**config.mk**
```make
export PLATFORM = sky130hd
export DESIGN_NAME = set_less_than_seq
export DESIGN_NICKNAME = d
export VERILOG_FILES = /design/src/rtl/set_less_than_seq.sv
export SDC_FILE = /design/constraint.sdc
export NUM_CORES = 1
export LEC_CHECK = 0
export CAP_MARGIN = 20
export CORE_MARGIN = 2
export CORE_UTILIZATION = 45
export DETAILED_ROUTE_END_ITERATION = 12
export MAX_ROUTING_LAYER = met4
export PLACE_DENSITY = 0.88
export SLEW_MARGIN = 10
export SYNTH_ARGS = -nofsm -noshare
export SYNTH_HDL_FRONTEND = slang
export SYNTH_SLANG_ARGS = --single-unit
```
**constraint.sdc**
```tcl
create_clock -name clk -period 3.03 [get_ports clk]
set_input_delay 0.606 -clock clk [delete_from_list [all_inputs] [get_ports clk]]
set_output_delay 0.606 -clock clk [all_outputs]
set_load 0.1 [all_outputs]
```
**src/rtl/set_less_than_seq.sv**
```systemverilog
// set_less_than_seq: multi-cycle signed/unsigned set-less-than, one CHUNK-bit slice per cycle from the MSB down.
module set_less_than_seq #(
  parameter int WIDTH = 32,
  parameter int CHUNK = 8
) (
  input  logic             clk,
  input  logic             rst_n,
  input  logic             in_valid,
  output logic             in_ready,
  input  logic [WIDTH-1:0] X,
  input  logic [WIDTH-1:0] Y,
  input  logic             is_signed,
  output logic             out_valid,
  input  logic             out_ready,
  output logic [WIDTH-1:0] Z,
  output logic             lt,
  output logic             eq
);
  localparam int N  = WIDTH / CHUNK;
  localparam int IW = N > 1 ? $clog2(N) : 1;
  typedef enum logic [1:0] {IDLE, RUN, DONE} state_t;
  state_t state, state_nx;
  logic [WIDTH-1:0] xr, yr;
  logic sgn, last, diff;
  logic [IW-1:0] idx;
  logic [CHUNK-1:0] xs, ys;
  assign last      = idx == IW'(N - 1);
  assign in_ready  = state == IDLE;
  assign out_valid = state == DONE;
  assign Z         = {{(WIDTH-1){1'b0}}, lt};
  // flipping both sign bits of the top slice turns a signed compare into an unsigned one
  always_comb begin
    xs = xr[idx*CHUNK +: CHUNK];
    ys = yr[idx*CHUNK +: CHUNK];
    xs[CHUNK-1] = xs[CHUNK-1] ^ (sgn & last);
    ys[CHUNK-1] = ys[CHUNK-1] ^ (sgn & last);
    diff = xs != ys;
    state_nx = state == IDLE ? (in_valid ? RUN : IDLE)
             : state == RUN  ? ((diff || idx == '0) ? DONE : RUN)
             : (out_ready ? IDLE : DONE);
  end
  always_ff @(posedge clk) begin
    if (!rst_n) begin
      state <= IDLE;
      lt    <= 1'b0;
      eq    <= 1'b0;
    end else begin
      state <= state_nx;
      if (in_valid && in_ready) begin
        xr  <= X;
        yr  <= Y;
        sgn <= is_signed;
        idx <= IW'(N - 1);
      end
      if (state == RUN) begin
        if (diff) begin
          lt <= xs < ys;
          eq <= 1'b0;
        end else if (idx == '0) begin
          lt <= 1'b0;
          eq <= 1'b1;
        end else idx <= idx - IW'(1);
      end
    end
  end
endmodule

```
==> impl_metrics.json, run 1 <==
{
  "grt_start_max_net_pins": 66,
  "final_util_pct": 59.1,
  "syn_to_final_growth_pct": 28.8,
  "placement.io_buffers": 73,
  "cp_num_buf_inv": 1,
  "cts_root_buf": "clkbuf_8",
  "grt_first_pass_wirelength_um": 7450,
  "groute.usage.overall_pct": 13.8,
  "irDropWorstVdd_mv": 0.372,
  "synthDominantCellAreaShare_pct": 65.2,
  "finalSetupViolCount": 0,
  "ant_nets": 0,
  "top_level_ports": 105,
  "std_cell_rows": 30,
  "clock_tree_from_tritoncts": "built",
  "fp.dieH_um": 86.8,
  "timing.critical_path.required_ns": 3.09,
  "post_synth_main_area_contributors": "edfxtp_1 (65%), mux4_2 (12%), buf_4 (7.8%)",
  "post_cts_resized": 0,
  "die_width_um": 86.8,
  "drt_pass1_iterations": 4,
  "synth-edff-count": 67,
  "layout-drive-gt1-share_pct": 17.2,
  "final_max_slew_viol_count": 0,
  "via_total_after_detailed_routing": 1643,
  "grt_setup_unrepaired": "false",
  "hold_ws_ns": 0.499,
  "hp-class": "reg2reg",
  "drv_cap": 0,
  "yosys.cell_count.top_type": "edfxtp_1",
  "clk_pin_slew_worst_paths_ns": 0.07,
  "netlist_area_mm2": 0.00308,
  "final-instance-count-excl-fill": 341,
  "cpLargestDelayFamily": "flip-flops",
  "timing_hold_violations_final": 0,
  "first_global_vias": 1656,
  "synthArstFlopShare_pct": 0,
  "status": "finished clean",
  "synth_warnings": 0,
  "dp_hpwl_um": 3470,
  "power.density_cell_area_mw_per_mm2": 548,
  "fin_worst_skew_ns": 0.00882,
  "timing.final.crit_period_ns": 2.44,
  "setup_tns_final_ns": 0,
  "static-leakage-power_uw": 0.00146,
  "cpMaxStageDelayCell": "edfxtp_1",
  "grt_antenna_before_repair": 0,
  "setup.worst_path.start_class": "flop",
  "gp_routability_congestion": 0.712,
  "dpl.cell_count": 325,
  "criticalPathCategory": "reg2reg",
  "netlist_instances": 174,
  "core-area_mm2": 0.00672,
  "yosys-top-cells-count": "edfxtp_1 (67), buf_4 (32), mux4_2 (16)",
  "drt-initial-drc-count": 95,
  "timing_limited_maximum_frequency_mhz": 410,
  "grt-ovfl-total": 0,
  "clockBufferDepth": 2,
  "critical_path_peak_fanout": 11,
  "post_drt_via_cell_ratio": 4.82,
  "hold_buffers": 0,
  "number_of_remaining_drc_errors": 0,
  "yosysUniqueCellTypes": 34,
  "clock_tree.htree_level_count": 3,
  "ant_diodes": 0,
  "worstPathArrival_ns": 2.50,
  "avgSynthCellArea_um2": 17.7,
  "ys_seq_elements": 71,
  "finish.net_count": 333,
  "cts_buffers": 9,
  "setup.worst_path.end_class": "flop",
  "clock_latency_late_sink_ns": 0.33,
  "dieArea_mm2": 0.00753,
  "area.sequential_mm2": 0.00209,
  "yosysSeqAreaShare_pct": 67.8,
  "min_period_over_period_pct": 80.6,
  "synthDominantAreaCellType": "edfxtp_1",
  "multi_input_area_um2": 817,
  "synth_top_flop_cell": "edfxtp_1",
  "post-cts-setup-buffer-count": 0,
  "floorplan.initialDensity_pct": 45.9,
  "routedWlPerCell_um": 13.9,
  "routed_wirelength_um": 4730,
  "cp_cell_sequence": "buf_4, mux4_2, ha_1, nand4_1, nor3_1, a31oi_1",
  "critical-path-max-stage-delay_ns": 0.58,
  "fill_cells": 500,
  "clock-sinks": 71
}
-- registers in the layout, indices dropped and copies added, names as in the netlist --
name	cells
sgn	1
yr	32
idx	2
eq	1
lt	1
xr	32
state	2
-- path summary, 6_finish.rpt --
kind,slack [ns],cells past startpoint,start,end
setup reg to reg,0.59,6,idx[1],idx[1]
hold / removal,0.50,2,lt,lt
hold reg to reg,0.50,2,lt,lt
setup / recovery,0.59,6,idx[1],idx[1]
-- placed cells by master (no fill, tap or decap), types with 2 or more instances in the layout --
master,netlist,final
a21oi_1,4,4
and3_2,1,2
buf_12,0,2
buf_4,32,7
clkbuf_1,1,2
clkbuf_8,0,9
clkdlybuf4s50_1,0,68
clkinv_1,0,3
conb_1,1,31
dfxtp_1,4,4
edfxtp_1,67,67
ha_1,8,8
inv_1,9,9
mux4_2,16,16
nand4_1,2,2
nor2_1,4,3
o21a_1,2,2
xor2_1,2,2
-- metrics by stage --
step | total power, µW | worst slack, ns | area, µm²
6_report | 2180 | 0.588 | 3970
5_1_grt | 2250 | 0.429 | 3970
4_1_cts | 2200 | 0.575 | 3970
3_5_place_dp | 1590 | 0.583 | 3820
3_3_place_gp | 1590 | 0.662 | 3820
2_1_floorplan | 1500 | 0.382 | 3200
-- worst register-to-register path, cell delays in order (launching register included) --
cell	delay (ns)
edfxtp_1	0.58
buf_4	0.25
mux4_2	0.30
ha_1	0.33
nand4_1	0.19
nor3_1	0.38
a31oi_1	0.15
-- where the power goes --
| part | internal (µW) | total [µW] | leakage [µW] | switching (µW) |
|---|---|---|---|---|
| logic | 143 | 426 | 0.000730 | 283 |
| clock network | 289 | 607 | 0.0000798 | 318 |
| registers | 1130 | 1140 | 0.000652 | 15.8 |
| total | 1560 | 2180 | 0.00146 | 617 |
-- routing by layer --
layer  share of wire (%)  vias up  track usage, %  wire length, µm
met1                  43      783            15.9             2050
met3                 5.5       10            2.38              262
met2                  49       81            22.3             2310
met4                 2.2        0            8.52              104
li1                    -      769               -                -
met5                   0        -               -                0
-- final cells by class --
cell class	count	area share, %
repair buffers	77	19.5
multi-input cells	88	20.6
well taps	80	2.52
clock inverters	5	0.630
flip-flops and latches	71	52.7
inverters	9	0.850
clock buffers	11	3.31
-- cells by family (layout without fill, tap and decap cells) --
family	Yosys count	in the layout	synth area share [%]
flip-flops	71	71	67.8
other	1	31	0.122
adder cells (fa/ha/maj)	8	8	3.25
XOR/XNOR	2	2	0.568
AND/OR/NAND/NOR	18	18	3.94
buffers and inverters	45	102	9.45
multiplexers	16	16	11.7
AO/OA/AOI/OAI	13	13	3.16
(Power assumes the default switching activity.)
==> run 2, diff against run 1 <==
Settings changed: CORE_UTILIZATION 45 to 41, PLACE_DENSITY 0.88 to 0.85.
Clock period 3.03 ns to 2.2 ns, I/O delays scaled along.
==> impl_metrics.json, run 2 (synthesized netlist as in run 1, its figures left out) <==
{
  "timing.critical_path.required_ns": 2.47,
  "crit_reg_reg_endpoint": "lt",
  "r2r_slack_ns": -0.25,
  "hold-path-cell-count": 2,
  "cts_buffers": 9,
  "floorplan.initialDensity_pct": 42.5,
  "routed_wirelength_um": 5330,
  "critical_path_peak_fanout": 7,
  "leading_cell_type_in_the_layout_fill_and_taps_excluded": "clkdlybuf4s50_1",
  "fin_worst_skew_ns": 0.00448,
  "setup_tns_final_ns": -1.06,
  "layout-drive-gt1-share_pct": 23.7,
  "syn_to_final_growth_pct": 35.1,
  "core-area_mm2": 0.00725,
  "placedInstanceArea_mm2": 0.00392,
  "reg2regPathDepth": 9,
  "grt_start_max_net_pins": 66,
  "via_total_after_detailed_routing": 1681,
  "clock_latency_late_sink_ns": 0.33,
  "criticalPathCategory": "reg2reg",
  "setup.worst_path.end_class": "flop",
  "ant_nets": 0,
  "irDropWorstVdd_mv": 0.449,
  "grt_first_pass_wirelength_um": 8050,
  "multi_input_area_um2": 881,
  "dieArea_mm2": 0.00823,
  "finalSetupViolCount": 6,
  "cts_root_buf": "clkbuf_8",
  "top_level_ports": 105,
  "static-leakage-power_uw": 0.00151,
  "die_width_um": 90.7,
  "grt_antenna_before_repair": 0,
  "first_global_vias": 1662,
  "grt_setup_unrepaired": "true",
  "fill_cells": 553,
  "min_period_over_period_pct": 111,
  "grt-ovfl-total": 0,
  "final_cell_mix": "clkdlybuf4s50_1 (68), edfxtp_1 (67), conb_1 (31)",
  "dp_hpwl_um": 3710,
  "area.sequential_mm2": 0.00209,
  "fp.dieH_um": 90.7,
  "power.total_uw": 3070,
  "drv_cap": 0,
  "timing_hold_violations_final": 0,
  "failed_checks": "setup timing",
  "power.density_cell_area_mw_per_mm2": 737,
  "ant_diodes": 0,
  "groute.usage.overall_pct": 13.4,
  "routedWlPerCell_um": 14.5,
  "clock-sinks": 71,
  "status": "finished with violations",
  "clockBufferDepth": 2,
  "setup.worst_path.start_class": "flop",
  "layout_top_registers": "xr (32), yr (32)",
  "placement.io_buffers": 73,
  "number_of_remaining_drc_errors": 0,
  "timing.final.crit_period_ns": 2.45,
  "critical_path.reg2reg.startpoint": "idx[0]",
  "timing_limited_maximum_frequency_mhz": 408,
  "drt_pass1_iterations": 4,
  "final_area_mm2": 0.00417,
  "clock_tree_from_tritoncts": "built",
  "std_cell_rows": 31,
  "final_max_slew_viol_count": 0,
  "hp-class": "reg2reg",
  "gp_routability_congestion": 0.759,
  "post_drt_via_cell_ratio": 4.56,
  "worst_hold_path_ep": "lt",
  "clk_pin_slew_worst_paths_ns": 0.07,
  "drt-initial-drc-count": 162,
  "worstPathArrival_ns": 2.72,
  "worstHoldStart": "lt",
  "finish.net_count": 342,
  "clock_tree.htree_level_count": 3,
  "layout_setup_ws_ns": -0.252
}
## run 2: cell types whose count changed in the layout (fill, tap and decap cells not counted), sizes merged
| cell | before | now |
|---|---|---|
| clkinvlp | 0 | 3 |
| buf | 9 | 17 |
| clkbuf | 11 | 10 |
| clkinv | 5 | 4 |
## run 2: how the worst max path moves through the flow
stage | startpoint | endpoint | slack, ns | depth (start not counted)
detailed placement | idx[0] | lt | -0.16 | 7
finish | idx[0] | lt | -0.25 | 9
global route | idx[0] | lt | -0.33 | 8
CTS | idx[0] | lt | -0.16 | 8
global placement | idx[0] | idx[0] | -0.12 | 9
floorplan | idx[0] | idx[1] | -0.03 | 6
## run 2: per-stage QoR
stage               setup WS (ns)  util, %  hold slack (ns)  cells
CTS                        -0.162     57.0            0.534    367
finish                     -0.252     57.4            0.523    369
detailed placement         -0.157     54.0            0.524    350
global placement           -0.117     54.0            0.494    350
floorplan                 -0.0312        -            0.539    204
global route               -0.330     57.4            0.568    369
## run 2: area by class of cell
type                            instances  area share [%]
Timing Repair Buffer                   86            20.9
Inverter                                9           0.811
Tap cell                               99            2.97
Clock buffer                            9            2.97
Clock inverter                          7           0.961
Sequential cell                        71            50.2
Multi-Input combinational cell         88            21.1
## run 2: worst max-delay path: stages (launching register included)
cell       delay, ns
edfxtp_1        0.42
buf_4           0.15
clkbuf_16       0.14
mux4_2          0.50
inv_2           0.09
ha_4            0.19
nand4_1         0.18
o21bai_4        0.08
or4b_1          0.47
o21ai_1         0.15
## run 2: metal layers
| metal | up-vias | wire length, µm | global-route usage (%) | share of wire, % |
|---|---|---|---|---|
| li1 | 787 | - | - | - |
| met1 | 809 | 2320 | 16.5 | 44 |
| met2 | 80 | 2640 | 20.0 | 50 |
| met3 | 5 | 320 | 5.26 | 6.0 |
| met4 | 0 | 48 | 5.38 | 0.90 |
| met5 | - | 0 | - | 0 |
## run 2: where the power goes
group	leakage, µW	internal [µW]	switching [µW]
sequential	0.000652	1550	22.6
clock	0.0000761	396	468
combinational	0.000786	223	405
## run 2: repair_timing
item                                    CTS  global route
resized for setup                         5             0
hold buffers                              0             0
pin swaps                                 1             0
endpoints found under the setup margin    5             5
buffers inserted                          1             1
cloned                                    0             1
==> run 3, diff against run 2 <==
Settings changed: CORE_UTILIZATION 41 to 25, PLACE_DENSITY 0.85 to 0.6.
==> impl_metrics.json, run 3 (synthesized netlist as in run 1, its figures left out) <==
{
  "status": "finished with violations",
  "failed_checks": "setup timing",
  "drv_cap": 0,
  "dieArea_mm2": 0.0132,
  "grt-ovfl-total": 0,
  "setup.worst_path.end_class": "flop",
  "cpMaxStageDelayCell": "mux4_2",
  "hold_ws_ns": 0.530,
  "grt_start_max_net_pins": 30,
  "layout_setup_ws_ns": -0.253,
  "final_util_pct": 36.7,
  "dp_hpwl_um": 4130,
  "cts_root_buf": "clkbuf_16",
  "post-place-ws_ns": -0.253,
  "final_cell_mix": "clkdlybuf4s50_1 (68), edfxtp_1 (67), conb_1 (31)",
  "floorplan.initialDensity_pct": 25.7,
  "clock_tree_from_tritoncts": "built",
  "timing_hold_violations_final": 0,
  "syn_to_final_growth_pct": 42.9,
  "placement.io_buffers": 73,
  "std_cell_rows": 40,
  "static-leakage-power_uw": 0.00159,
  "via_total_after_detailed_routing": 1687,
  "timing.final.crit_period_ns": 2.45,
  "routed_wirelength_um": 5780,
  "setup_tns_final_ns": -0.846,
  "routedWlPerCell_um": 13.8,
  "grt_setup_unrepaired": "true",
  "power.density_cell_area_mw_per_mm2": 784,
  "ant_diodes": 0,
  "min_period_over_period_pct": 111,
  "critical-path-max-stage-delay_ns": 0.50,
  "ant_nets": 0,
  "finalSetupViolCount": 6,
  "clk_pin_slew_worst_paths_ns": 0.05,
  "cp_num_buf_inv": 4,
  "gp_routability_congestion": 0.654,
  "timing_limited_maximum_frequency_mhz": 408,
  "irDropWorstVdd_mv": 0.400,
  "setup.worst_path.start_class": "flop",
  "grt_first_pass_wirelength_um": 8970,
  "fp.dieH_um": 115,
  "layout_top_registers": "xr (32), yr (32)",
  "grt_antenna_before_repair": 0,
  "drt-initial-drc-count": 79,
  "cp_cell_sequence": "buf_6, buf_12, mux4_2, inv_2, ha_4, nand4_4, buf_6, o21bai_4, or4b_1, o21ai_1",
  "cpLargestDelayFamily": "simple AND/OR/NAND/NOR gates",
  "worstPathArrival_ns": 2.72,
  "finish.net_count": 346,
  "post_drt_via_cell_ratio": 4.04,
  "worst_path_most_repeated_cell": "buf_6",
  "top_level_ports": 105,
  "first_global_vias": 1805,
  "clock-sinks": 71,
  "criticalPathCategory": "reg2reg",
  "hp-class": "reg2reg",
  "fin_worst_skew_ns": 0.00583,
  "drt_pass1_iterations": 4,
  "cts_buffers": 9,
  "groute.usage.overall_pct": 9.67,
  "clockBufferDepth": 2,
  "power.total_uw": 3450,
  "hold_buffers": 0,
  "layout-drive-gt1-share_pct": 25.5,
  "clock_tree.htree_level_count": 3,
  "number_of_remaining_drc_errors": 0,
  "core-area_mm2": 0.0120,
  "clock_latency_late_sink_ns": 0.33,
  "fill_cells": 1123,
  "timing.critical_path.required_ns": 2.46,
  "critical_path_peak_fanout": 5,
  "leading_cell_type_in_the_layout_fill_and_taps_excluded": "clkdlybuf4s50_1",
  "final_max_slew_viol_count": 0,
  "die_width_um": 115
}
## run 3: cell count changes in the layout (fill, tap and decap cells not counted), moves of 2 or more
cell	delta
ha_1	-2
ha_4	+2
clkbuf_16	+8
clkinvlp_4	-3
clkbuf_8	-9
buf_6	+3
## run 3: worst paths after layout
path | start | to | slack (ns) | cells after the start
worst max-delay path | idx[0] | lt | -0.25 | 10
worst min-delay path | lt | lt | 0.53 | 2
worst max register to register | idx[0] | lt | -0.25 | 10
worst min register to register | lt | lt | 0.53 | 2
## run 3: through the flow
step | instance area, µm² | std cells
6_report | 4410 | 418
4_1_cts | 4410 | 419
5_1_grt | 4410 | 418
3_5_place_dp | 4010 | 401
2_1_floorplan | 3230 | 204
3_3_place_gp | 4010 | 401
## run 3: final cells by class
class,count,area (µm²),area share [%]
clock buffer,10,229,5.20
clock inverter,3,13.8,0.312
inverter,9,33.8,0.767
multi-input combinational,88,927,21.0
sequential,71,2090,47.5
tap,147,184,4.17
timing repair buffer,90,927,21.0
## run 3: report_power, final
part	total [µW]	switching, µW	internal [µW]
Clock	1220	482	733
Sequential	1580	21.1	1560
Combinational	662	420	242
## run 3: worst register-to-register path: stages, from the launching register on
cell and delay, ns:
edfxtp_1 0.40, buf_6 0.15, buf_12 0.12, mux4_2 0.50, inv_2 0.09, ha_4 0.21, nand4_4 0.13, buf_6 0.12
o21bai_4 0.06, or4b_1 0.46, o21ai_1 0.13
## run 3: layer usage
| metal | routed length (µm) | global-route usage (%) | up-vias |
|---|---|---|---|
| met4 | 123 | 5.78 | 0 |
| met3 | 307 | 2.48 | 10 |
| met2 | 2920 | 15.3 | 79 |
| met1 | 2430 | 11.1 | 807 |
| li1 | - | - | 791 |
| met5 | 0 | - | - |
## run 3: repair_timing
item,in CTS,in global routing
buffers inserted,3,0
cloned,2,0
gates resized for setup,12,4
pin swaps,3,4
setup endpoints to repair,6,6
